[config.mk]
export PLATFORM = sky130hd
export DESIGN_NAME = cpu_program_loader
export DESIGN_NICKNAME = d
export VERILOG_FILES = /design/src/rtl/cpu_program_loader.sv
export SDC_FILE = /design/constraint.sdc
export NUM_CORES = 1
export LEC_CHECK = 0
export BUFFER_PORTS_ARGS = -buffer_cell sky130_fd_sc_hd__buf_2
export CORE_UTILIZATION = 45
export CTS_CLUSTER_DIAMETER = 150
export DETAILED_ROUTE_END_ITERATION = 16
export HOLD_SLACK_MARGIN = 0.03
export PLACE_DENSITY = 0.72
export SLEW_MARGIN = 10
export SYNTH_ARGS = -nofsm -noshare
export SYNTH_HDL_FRONTEND = slang
export SYNTH_SLANG_ARGS = --single-unit
export TNS_END_PERCENT = 30
[constraint.sdc]
create_clock -name clk -period 2.3 [get_ports clk]
set_clock_uncertainty 0.15 [all_clocks]
set_input_delay 0.115 -clock clk [delete_from_list [all_inputs] [get_ports clk]]
set_output_delay 0.115 -clock clk [all_outputs]
set_load 0.01 [all_outputs]
[src/rtl/cpu_program_loader.sv]
// Loads a length-prefixed byte stream into CPU memory, then runs the CPU and counts cycles to HALT.
// Latency: memory write registered one cycle after each accepted byte; CPU released 2 cycles after the last byte.
// Backpressure: in_ready is high only in LEN/LOAD. Optional LOADER_ZERO_FILL_EN zero-fills unwritten addresses.
module cpu_program_loader #(
    parameter int WIDTH_REG = 8,
    parameter int ADDR_W    = 5,
    parameter int DEPTH     = 32,
    parameter int CYC_W     = 16
) (
    input  logic                 clk,
    input  logic                 reset,
    input  logic                 start,
    input  logic                 in_valid,
    input  logic [WIDTH_REG-1:0] in_data,
    output logic                 in_ready,
    output logic                 mem_we,
    output logic [ADDR_W-1:0]    mem_addr,
    output logic [WIDTH_REG-1:0] mem_wdata,
    output logic                 cpu_reset,
    input  logic                 cpu_halt,
    output logic                 busy,
    output logic                 done,
    output logic                 err,
    output logic [CYC_W-1:0]     run_cycles
);

    // One extra bit so a full-depth load can count to DEPTH without wrapping.
    localparam int CNT_W = ADDR_W + 1;
    localparam logic [CNT_W-1:0] DEPTH_C = CNT_W'(DEPTH);

    typedef enum logic [2:0] {
        S_IDLE, S_LEN, S_LOAD, S_FILL, S_RELEASE, S_RUN, S_HALTED
    } state_t;

    state_t                 state_q, state_d;
    logic [CNT_W-1:0]       len_q, len_d;
    logic [CNT_W-1:0]       cnt_q, cnt_d;
    logic                   mem_we_q, mem_we_d;
    logic [ADDR_W-1:0]      mem_addr_q, mem_addr_d;
    logic [WIDTH_REG-1:0]   mem_wdata_q, mem_wdata_d;
    logic                   done_q, done_d;
    logic                   err_q, err_d;
    logic [CYC_W-1:0]       run_cycles_q, run_cycles_d;

    logic                   xfer;
    logic                   len_bad;
    logic [CNT_W-1:0]       cnt_inc;

    assign xfer    = in_valid & in_ready;
    assign len_bad = (in_data == '0) || (in_data > WIDTH_REG'(DEPTH));
    assign cnt_inc = cnt_q + CNT_W'(1);

    always_ff @(posedge clk or negedge reset) begin
        if (!reset) begin
            state_q      <= S_IDLE;
            len_q        <= '0;
            cnt_q        <= '0;
            mem_we_q     <= 1'b0;
            mem_addr_q   <= '0;
            mem_wdata_q  <= '0;
            done_q       <= 1'b0;
            err_q        <= 1'b0;
            run_cycles_q <= '0;
        end else begin
            state_q      <= state_d;
            len_q        <= len_d;
            cnt_q        <= cnt_d;
            mem_we_q     <= mem_we_d;
            mem_addr_q   <= mem_addr_d;
            mem_wdata_q  <= mem_wdata_d;
            done_q       <= done_d;
            err_q        <= err_d;
            run_cycles_q <= run_cycles_d;
        end
    end

    always_comb begin
        state_d = state_q;
        case (state_q)
            S_IDLE:    if (start) state_d = S_LEN;
            S_LEN:     if (xfer) state_d = len_bad ? S_IDLE : S_LOAD;
            S_LOAD: begin
                if (xfer && (cnt_inc == len_q)) begin
`ifdef LOADER_ZERO_FILL_EN
                    state_d = (len_q == DEPTH_C) ? S_RELEASE : S_FILL;
`else
                    state_d = S_RELEASE;
`endif
                end
            end
`ifdef LOADER_ZERO_FILL_EN
            S_FILL:    if (cnt_inc == DEPTH_C) state_d = S_RELEASE;
`endif
            S_RELEASE: state_d = S_RUN;
            // Abort takes priority over a coincident halt.
            S_RUN: begin
                if (start)         state_d = S_LEN;
                else if (cpu_halt) state_d = S_HALTED;
            end
            S_HALTED:  if (start) state_d = S_LEN;
            default:   state_d = S_IDLE;
        endcase
    end

    always_comb begin
        len_d        = len_q;
        cnt_d        = cnt_q;
        mem_we_d     = 1'b0;
        mem_addr_d   = mem_addr_q;
        mem_wdata_d  = mem_wdata_q;
        done_d       = done_q;
        err_d        = err_q;
        run_cycles_d = run_cycles_q;
        case (state_q)
            S_IDLE, S_HALTED: begin
                if (start) begin
                    done_d       = 1'b0;
                    err_d        = 1'b0;
                    run_cycles_d = '0;
                end
            end
            S_LEN: begin
                if (xfer) begin
                    len_d = in_data[CNT_W-1:0];
                    cnt_d = '0;
                    if (len_bad) err_d = 1'b1;
                end
            end
            S_LOAD: begin
                if (xfer) begin
                    mem_we_d    = 1'b1;
                    mem_addr_d  = cnt_q[ADDR_W-1:0];
                    mem_wdata_d = in_data;
                    cnt_d       = cnt_inc;
                end
            end
`ifdef LOADER_ZERO_FILL_EN
            S_FILL: begin
                mem_we_d    = 1'b1;
                mem_addr_d  = cnt_q[ADDR_W-1:0];
                mem_wdata_d = '0;
                cnt_d       = cnt_inc;
            end
`endif
            S_RUN: begin
                if (start) begin
                    run_cycles_d = '0;
                end else if (cpu_halt) begin
                    done_d = 1'b1;
                end else if (run_cycles_q != '1) begin
                    run_cycles_d = run_cycles_q + CYC_W'(1);
                end
            end
            default: ;
        endcase
    end

    // The CPU stays released in HALTED; it re-enters reset only when a new load starts.
    always_comb begin
        in_ready  = (state_q == S_LEN) || (state_q == S_LOAD);
        cpu_reset = !((state_q == S_RUN) || (state_q == S_HALTED));
        busy      = !((state_q == S_IDLE) || (state_q == S_HALTED));
    end

    assign mem_we     = mem_we_q;
    assign mem_addr   = mem_addr_q;
    assign mem_wdata  = mem_wdata_q;
    assign done       = done_q;
    assign err        = err_q;
    assign run_cycles = run_cycles_q;

endmodule

==> flow_metrics.py, run 1 <==
metrics = {
    "final_layout": {
        "regArea_sq_um": 1180,
        "multi_input_comb_area_sq_um": 1240,
        "drive_above_1_share_pct": 25.2,
        "fill_cells": 452,
        "fin_nets": 352,
        "diodes": 0,
        "fin_area_sq_um": 3090,
        "area_delta_synth_final_pct": 24.9,
    },
    "worst_setup_path": {
        "criticalPathCategory": "flip-flop to flip-flop",
        "arrival_ns": 2.16,
        "path_max_fanout": 7,
        "crit_path_end_kind": "flip-flop",
        "rrSetupSlack_ns": 0.16,
        "crit_path_start_kind": "flip-flop",
        "setup.worst_path.end": "state_q[1]$_DFFE_PN0P_",
        "critPathLaunch": "cnt_q[0]$_DFFE_PN0P_",
        "crit_required_ns": 2.32,
        "r2r-start": "cnt_q[0]$_DFFE_PN0P_",
        "rr_endpoint": "state_q[1]$_DFFE_PN0P_",
        "r2r_cells": 5,
    },
    "placement": {
        "portBuffers": 47,
        "dp_hpwl_microns": 4110,
        "dpl_cell_area_sq_um": 2860,
        "place_ws_ns": 0.112,
        "routabilityCongestion": 0.870,
    },
    "cts": {
        "htreeDepth": 2,
        "cts_buffers": 5,
        "clock_latency_ns": 0.29,
        "clk_pin_slew_ns": 0.08,
        "cts_sinks": 47,
        "cts_tree": "yes",
        "cts-root-buf": "clkbuf_8",
        "cts_max_path_buffers": 2,
        "cts_setup_buffers": 0,
    },
    "status": {
        "outcome": "finished, final reports clean",
    },
    "power_and_ir_drop": {
        "power_density_nw_per_um2": 870,
        "power.leakage_nw": 1.48,
        "ir_drop_mv": 0.594,
    },
    "sta": {
        "setup_ws_ns": 0.159,
        "finalSetupTns_ns": 0,
        "hold_viol_final": 0,
        "rsz0062_at_grt": "false",
        "maxSlewHeadroom_pct": 54.3,
        "setup_viol": 0,
        "tightest_slew_ns": 0.686,
        "hold_ws_ns": 0.180,
        "drv_slew": 0,
        "fin_crit_ns": 2.14,
        "clock.fmax_ghz": 0.467,
        "fin_crit_sh_pct": 93.1,
    },
    "yosys": {
        "ys_seq_area_share_pct": 47.5,
        "yosys_register_bits": 47,
        "syn_area_per_cell_sq_um": 9.23,
        "synth_area_sq_um": 2470,
        "dominantRegCellSynth": "dfrtp_1",
        "synth.area.top_cells": "dfrtp_1 48%, nand2_1 8.3%, nand3_1 3.8%",
        "synth_top_cell_by_area": "dfrtp_1",
        "yosys-top-cells-count": "55 x nand2_1, 47 x dfrtp_1, 19 x nand3_1, 18 x o21ai_0, 12 x nor2_1",
        "synthDistinctLibCells": 45,
        "yosysWarnings": 0,
        "synth_nets": 283,
        "synthCells": 268,
        "synth_top_area_share_pct": 47.5,
        "synthArstFlopShare_pct": 100,
        "synth-edff-count": 0,
        "synth_most_common_cell": "nand2_1",
    },
    "global_route": {
        "first_global_vias": 2075,
        "antenna_found_initial": 0,
        "track_usage_pct": 21.0,
        "grt_pass1_wl_microns": 9850,
        "grt_max_degree": 31,
        "grt_remaining_overflow": 0,
    },
    "floorplanning": {
        "coreArea_sq_um": 5200,
        "fp.dieArea_sq_um": 5800,
        "die_h_microns": 76.2,
        "die_w_microns": 76.2,
        "rows": 26,
        "initial_core_util_pct": 47.5,
        "pin_count": 48,
    },
    "detailed_routing": {
        "wl_per_cell_microns": 14.0,
        "drt_iter0_drc": 132,
        "routed_via_density": 5.30,
        "drtPass1Iterations": 6,
        "num_vias": 2159,
        "wirelength_microns": 5710,
        "postRouteAntennaNets": 0,
        "drc": 0,
    },
    "flow_run": {
        "drv_cap": 0,
    },
    "min_path": {
        "min_path_cells": 3,
        "min_path_type": "input pin to flip-flop",
    },
}
what timing repair did:
item,CTS,global route
gates resized for setup,0,2
endpoints found under the hold margin,44,0
hold buffers,11,0
endpoints found under the setup margin,0,4
stage by stage:
stage / util [%] / total power, mW / cells
finish: 59.4 / 2.69 / 407
detailed placement: 55.0 / 2.09 / 389
global route: 59.4 / 2.87 / 407
global placement: 55.0 / 2.06 / 389
floorplan: - / 1.74 / 268
CTS: 59.1 / 2.69 / 407
worst min path at each step:
| stage | start | end | slack, ns |
|---|---|---|---|
| global route | in_valid | mem_we$_DFF_PN0_ | 0.19 |
| detailed placement | reset | run_cycles[15]$_DFFE_PN0P_ | 0.06 |
| global placement | reset | run_cycles[13]$_DFFE_PN0P_ | 0.05 |
| floorplan | reset | cnt_q[0]$_DFFE_PN0P_ | -0.33 |
| finish | in_valid | mem_we$_DFF_PN0_ | 0.18 |
| CTS | in_valid | mem_we$_DFF_PN0_ | 0.17 |
critical path, stage by stage (launching register included):
cell       delay, ns
dfrtp_1         0.46
ha_1            0.37
xor2_1          0.17
or3_1           0.39
a2111oi_4       0.35
o21ai_0         0.13
placed cells by master (no fill, tap or decap), types with 4 or more instances in the layout:
cell	synthesis	routed
nand2_1	55	55
dfrtp_1	47	47
buf_2	1	47
nand3_1	19	19
o21ai_0	18	18
buf_4	1	15
nor2_1	12	12
dlygate4sd3_1	0	11
a21oi_1	10	10
xor2_1	9	9
xnor2_1	8	8
o211ai_1	8	8
inv_1	7	7
or3_1	7	7
mux2_2	6	6
nand2b_1	5	5
nor2b_1	5	5
clkbuf_8	0	5
nand3b_1	4	4
state kept, by name, summed over array words and instances, names as in the netlist:
name / count
cnt_q: 6
done: 1
err: 1
len_q: 6
mem_addr: 5
mem_wdata: 8
mem_we: 1
run_cycles: 16
state_q: 3
final cells by class:
| cell class | instances | share of cell area [%] |
|---|---|---|
| multi-input cells | 202 | 40.0 |
| flip-flops and latches | 47 | 38.0 |
| repair buffers | 73 | 14.8 |
| well taps | 70 | 2.83 |
| clock buffers | 6 | 2.35 |
| clock inverters | 1 | 0.971 |
| inverters | 8 | 0.971 |
where the power goes:
group / switching (mW) / total, mW / internal, mW
logic: 0.530 / 0.980 / 0.451
registers: 0.121 / 1.13 / 1.01
clock network: 0.265 / 0.584 / 0.319
total: 0.916 / 2.69 / 1.78
layer usage:
metal | vias to the layer above | part of all wire (%) | global-route usage (%)
met1 | 1016 | 49 | 30.0
met5 | - | 0 | 0
met3 | 8 | 4.6 | 4.31
met2 | 64 | 45 | 32.1
met4 | 0 | 1.4 | 6.73
li1 | 1071 | - | -
kinds of logic (layout without fill, tap and decap cells):
group / Yosys count / after routing / synth area share, %
xor+xnor: 17 / 17 / 6.02
fa+ha+maj: 2 / 2 / 1.01
simple gates: 126 / 126 / 25.8
flops: 47 / 47 / 47.5
compound gates: 50 / 50 / 13.4
buf+inv: 19 / 88 / 3.13
mux: 7 / 7 / 3.13
(Power assumes the default switching activity.)
==> run 2, diff against run 1 <==
--- a/config.mk
+++ b/config.mk
@@ -5,12 +5,14 @@
 export SDC_FILE = /design/constraint.sdc
 export NUM_CORES = 1
 export LEC_CHECK = 0
+export ABC_CLOCK_PERIOD_IN_PS = 2300
 export BUFFER_PORTS_ARGS = -buffer_cell sky130_fd_sc_hd__buf_2
 export CORE_UTILIZATION = 45
 export CTS_CLUSTER_DIAMETER = 150
 export DETAILED_ROUTE_END_ITERATION = 16
 export HOLD_SLACK_MARGIN = 0.03
 export PLACE_DENSITY = 0.72
+export REMOVE_ABC_BUFFERS = 1
 export SLEW_MARGIN = 10
 export SYNTH_ARGS = -nofsm -noshare
 export SYNTH_HDL_FRONTEND = slang
==> run 2 against run 1 <==
Net effect: setup slack better by 0.060 ns; routed wire length down 4.7%; combinational power shrank 4.2%; critical path type unchanged; largest cell class unchanged; highest routed layer unchanged.
==> flow_metrics.py, run 2 (synthesis results as in run 1) <==
metrics = {
    "status": {
        "outcome": "finished, final reports clean",
    },
    "final_layout": {
        "fin_area_sq_um": 3100,
        "diodes": 0,
        "finish.utilization_pct": 59.5,
        "largest_register_ffs": 16,
        "layout_commonest_cell": "nand2_1",
        "final_cell_mix": "55 x nand2_1, 47 x dfrtp_1, 47 x buf_2",
        "drive_above_1_share_pct": 26.0,
        "area_delta_synth_final_pct": 25.1,
        "fill_cells": 454,
        "fin_nets": 353,
    },
    "cts": {
        "clock_latency_ns": 0.30,
        "cts_max_path_buffers": 2,
        "cts_sinks": 47,
        "cts_buffers": 5,
        "htreeDepth": 2,
        "cts_setup_buffers": 0,
        "cts_tree": "yes",
        "clk_pin_slew_ns": 0.09,
        "cts-root-buf": "clkbuf_8",
    },
    "placement": {
        "dp_hpwl_microns": 3980,
        "dpl_cell_area_sq_um": 2870,
        "portBuffers": 47,
        "routabilityCongestion": 0.828,
        "place_ws_ns": 0.141,
    },
    "min_path": {
        "min_path_cells": 3,
        "min_to": "mem_we$_DFF_PN0_",
        "min_from": "in_valid",
        "min_path_type": "input pin to flip-flop",
    },
    "sta": {
        "rsz0062_at_grt": "false",
        "clock.fmax_ghz": 0.481,
        "drv_slew": 0,
        "maxSlewHeadroom_pct": 49.9,
        "setup_viol": 0,
        "tightest_slew_ns": 0.752,
        "fin_crit_sh_pct": 90.5,
        "setup_ws_ns": 0.219,
        "hold_viol_final": 0,
        "fin_crit_ns": 2.08,
    },
    "worst_setup_path": {
        "crit_path_start_kind": "flip-flop",
        "crit_path_max_incr_delay_ns": 0.48,
        "critPathLaunch": "state_q[1]$_DFFE_PN0P_",
        "critPathSlowestCell": "dfrtp_1",
        "r2r-start": "state_q[1]$_DFFE_PN0P_",
        "rrSetupSlack_ns": 0.22,
        "criticalPathCategory": "flip-flop to flip-flop",
        "arrival_ns": 2.17,
        "crit_path_end_kind": "flip-flop",
        "path_max_fanout": 9,
        "path_cells": "buf_4 > nor4bb_1 > o211ai_1 > or3_1 > nand3_1",
        "r2r_cells": 5,
        "crit_required_ns": 2.39,
        "rr_endpoint": "run_cycles[10]$_DFFE_PN0P_",
    },
    "floorplanning": {
        "initial_core_util_pct": 47.5,
        "die_h_microns": 76.2,
        "pin_count": 48,
        "die_w_microns": 76.2,
        "coreArea_sq_um": 5200,
        "rows": 26,
        "fp.dieArea_sq_um": 5800,
    },
    "global_route": {
        "grt_pass1_wl_microns": 9680,
        "first_global_vias": 2073,
        "antenna_found_initial": 0,
        "track_usage_pct": 20.8,
        "grt_remaining_overflow": 0,
        "grt_max_degree": 35,
    },
    "power_and_ir_drop": {
        "power.leakage_nw": 1.49,
        "power_density_nw_per_um2": 865,
        "power_mw": 2.68,
        "ir_drop_mv": 0.502,
    },
    "detailed_routing": {
        "drt_iter0_drc": 219,
        "drc": 0,
        "routed_via_density": 5.37,
        "wl_per_cell_microns": 13.3,
        "drtPass1Iterations": 4,
        "wirelength_microns": 5440,
        "num_vias": 2196,
        "postRouteAntennaNets": 0,
    },
    "flow_run": {
        "drv_cap": 0,
    },
}
[run 2: changes by cell type in the layout (fill, tap and decap cells not counted), sizes merged]
cell,change
buf,+1
clkinv,+2
clkbuf,-1
[run 2: worst max-delay path by stage]
stage | to | slack [ns] | cells after the start
3_5_place_dp | run_cycles[1]$_DFFE_PN0P_ | 0.14 | 6
4_1_cts | run_cycles[1]$_DFFE_PN0P_ | 0.12 | 6
2_1_floorplan | run_cycles[10]$_DFFE_PN0P_ | -0.0007 | 4
3_3_place_gp | run_cycles[1]$_DFFE_PN0P_ | 0.19 | 6
5_1_grt | run_cycles[1]$_DFFE_PN0P_ | 0.08 | 6
6_report | run_cycles[10]$_DFFE_PN0P_ | 0.22 | 5
[run 2: layout make-up]
| class | count | area [sq um] | area share, % |
|---|---|---|---|
| clock buffer | 5 | 68.8 | 2.22 |
| clock inverter | 3 | 43.8 | 1.41 |
| inverter | 8 | 30.0 | 0.970 |
| multi-input combinational | 202 | 1220 | 39.6 |
| sequential | 47 | 1180 | 38.0 |
| tap | 70 | 87.6 | 2.83 |
| timing repair buffer | 74 | 465 | 15.0 |
[run 2: stage by stage]
stage                     instances   TNS [ns]  hold slack, ns
after floorplan                 257  -0.000739          -0.331
after global placement          390          0          0.0788
after detailed placement        390          0          0.0755
after CTS                       409          0           0.107
after global routing            409          0           0.133
final                           409          0           0.111
[run 2: worst max-delay path, delay by kind of cell, from the launching register on]
kind	cells	cell delay, ns
AO/OA/AOI/OAI	1	0.25
buffers and inverters	1	0.20
AND/OR/NAND/NOR	3	0.94
flip-flops	1	0.48
[run 2: routing by layer]
layer | global-route usage [%] | vias up | wire, microns
met5 | 0 | - | 0
met4 | 7.31 | 0 | 56
met3 | 3.59 | 4 | 279
met2 | 34.0 | 63 | 2590
met1 | 28.0 | 1047 | 2520
li1 | - | 1082 | -
[run 2: report_power, final]
group          switching (mW)  leakage, nW  internal, mW  total (mW)
sequential              0.130        0.625          1.01        1.14
combinational           0.494        0.807         0.444       0.939
clock                   0.281       0.0581         0.324       0.605
total                   0.905         1.49          1.77        2.68
[run 2: what timing repair did]
item,4_1_cts,5_1_grt
setup endpoints to repair,0,4
resized for setup,0,1
hold buffers,11,0
hold endpoints to repair,48,0
==> run 3, diff against run 2 <==
--- a/config.mk
+++ b/config.mk
@@ -7,11 +7,11 @@
 export LEC_CHECK = 0
 export ABC_CLOCK_PERIOD_IN_PS = 2300
 export BUFFER_PORTS_ARGS = -buffer_cell sky130_fd_sc_hd__buf_2
-export CORE_UTILIZATION = 45
+export CORE_UTILIZATION = 55
 export CTS_CLUSTER_DIAMETER = 150
 export DETAILED_ROUTE_END_ITERATION = 16
 export HOLD_SLACK_MARGIN = 0.03
-export PLACE_DENSITY = 0.72
+export PLACE_DENSITY = 0.84
 export REMOVE_ABC_BUFFERS = 1
 export SLEW_MARGIN = 10
 export SYNTH_ARGS = -nofsm -noshare
==> run 3 against run 2 <==
Net effect: setup slack got worse by 0.12 ns; register-to-register slack lost 0.12 ns; non-clock buffer count shrank 7; clock-buffer cell count did not move; global-route usage grew 3.3 points; core utilization up 10 points; via count shrank 1.2%; clock power barely moved; first-iteration DRC count shrank 40%; critical path depth did not move; routed wire length rose by 3.3%; die area is 18% lower.
==> flow_metrics.py, run 3 (synthesis results as in run 1) <==
metrics = {
    "status": {
        "outcome": "finished, final reports clean",
    },
    "power_and_ir_drop": {
        "power.leakage_nw": 1.46,
        "power_mw": 2.66,
        "ir_drop_mv": 0.573,
        "power_density_nw_per_um2": 876,
    },
    "worst_setup_path": {
        "r2r_cells": 5,
        "rr_endpoint": "state_q[1]$_DFFE_PN0P_",
        "cp.depth": 5,
        "path_cells": "ha_1 > xor2_1 > or3_1 > a2111oi_2 > o21ai_0",
        "path_max_fanout": 7,
        "cp.buffers_inverters": 0,
        "criticalPathCategory": "flip-flop to flip-flop",
        "r2r-start": "cnt_q[0]$_DFFE_PN0P_",
        "path_delay_family": "compound AO/OA/AOI/OAI gates",
        "rrSetupSlack_ns": 0.1,
        "critPathSlowestCell": "dfrtp_1",
        "crit_path_end_kind": "flip-flop",
        "arrival_ns": 2.23,
        "crit_path_max_incr_delay_ns": 0.47,
        "crit_path_start_kind": "flip-flop",
        "crit_required_ns": 2.33,
    },
    "cts": {
        "cts_max_path_buffers": 2,
        "htreeDepth": 2,
        "clk_pin_slew_ns": 0.09,
        "cts_tree": "yes",
        "cts_sinks": 47,
        "cts-root-buf": "clkbuf_8",
        "cts_setup_buffers": 0,
        "clock_latency_ns": 0.30,
        "cts_buffers": 5,
    },
    "floorplanning": {
        "die_w_microns": 69.1,
        "rows": 24,
        "coreArea_sq_um": 4350,
        "pin_count": 48,
        "initial_core_util_pct": 56.8,
        "fp.dieArea_sq_um": 4770,
        "die_h_microns": 69.1,
    },
    "placement": {
        "routabilityCongestion": 0.861,
        "place_ws_ns": 0.0829,
        "portBuffers": 47,
        "dp_hpwl_microns": 3790,
    },
    "detailed_routing": {
        "postRouteAntennaNets": 0,
        "wl_per_cell_microns": 14.6,
        "wirelength_microns": 5620,
        "drt_iter0_drc": 132,
        "routed_via_density": 5.65,
        "drc": 0,
        "num_vias": 2170,
        "drtPass1Iterations": 5,
    },
    "min_path": {
        "min_path_cells": 3,
        "min_from": "in_valid",
        "min_path_type": "input pin to flip-flop",
        "min_to": "mem_we$_DFF_PN0_",
    },
    "final_layout": {
        "final_cell_mix": "55 x nand2_1, 47 x buf_2, 45 x dfrtp_1",
        "finish.utilization_pct": 69.7,
        "drive_above_1_share_pct": 25.0,
        "fill_cells": 325,
        "diodes": 0,
        "fin_nets": 346,
        "layout_commonest_cell": "nand2_1",
        "area_delta_synth_final_pct": 22.7,
        "largest_register_ffs": 16,
    },
    "global_route": {
        "antenna_found_initial": 0,
        "track_usage_pct": 24.1,
        "grt_max_degree": 48,
        "first_global_vias": 2055,
        "grt_pass1_wl_microns": 9300,
        "grt_remaining_overflow": 0,
    },
    "sta": {
        "fin_crit_sh_pct": 95.7,
        "rsz0062_at_grt": "false",
        "drv_slew": 0,
        "tightest_slew_ns": 0.520,
        "finalSetupTns_ns": 0,
        "fin_crit_ns": 2.20,
        "hold_ws_ns": 0.159,
        "clock.fmax_ghz": 0.454,
        "setup_ws_ns": 0.0984,
        "setup_viol": 0,
        "hold_viol_final": 0,
        "maxSlewHeadroom_pct": 65.2,
    },
    "flow_run": {
        "drv_cap": 0,
    },
}
[run 3: cell type report]
class                           count  area [sq um]  share of cell area [%]
Sequential cell                    47          1180                    38.8
Inverter                            8          30.0                   0.989
Tap cell                           52          65.1                    2.14
Timing Repair Buffer               67           425                    14.0
Clock buffer                        5          68.8                    2.27
Clock inverter                      3          43.8                    1.44
Multi-Input combinational cell    202          1220                    40.3
[run 3: timing repair]
action | 4_1_cts | 5_1_grt
endpoints found under the hold margin | 63 | 0
setup endpoints to repair | 0 | 4
resized for setup | 0 | 3
hold buffers | 11 | 0
[run 3: worst max path at each step]
stage	from	endpoint
after floorplan	state_q[0]$_DFFE_PN0P_	run_cycles[10]$_DFFE_PN0P_
after global placement	cnt_q[0]$_DFFE_PN0P_	state_q[1]$_DFFE_PN0P_
after detailed placement	state_q[1]$_DFFE_PN0P_	state_q[1]$_DFFE_PN0P_
after CTS	state_q[1]$_DFFE_PN0P_	state_q[1]$_DFFE_PN0P_
after global routing	cnt_q[0]$_DFFE_PN0P_	state_q[1]$_DFFE_PN0P_
final	cnt_q[0]$_DFFE_PN0P_	state_q[1]$_DFFE_PN0P_
[run 3: power breakdown]
part / internal [mW] / switching, mW / total [mW]
Combinational: 0.413 / 0.464 / 0.877
Clock: 0.324 / 0.284 / 0.608
Sequential: 1.01 / 0.166 / 1.18
Total: 1.75 / 0.914 / 2.66
[run 3: routing by layer]
metal	GRT usage (%)	vias to the layer above	part of all wire [%]
met5	0	-	0
met2	41.0	67	49
li1	-	1062	-
met4	7.26	0	0.52
met3	4.53	2	4.6
met1	31.3	1039	46
[run 3: through the flow]
stage,instances,area (sq um)
5_1_grt,384,3040
4_1_cts,384,3030
6_report,384,3040
3_5_place_dp,365,2810
3_3_place_gp,365,2810
2_1_floorplan,257,2430
[run 3: worst min-delay path, delay by kind of cell]
family	cells	cell delay (ns)
buf+inv	2	0.33
simple gates	1	0.08
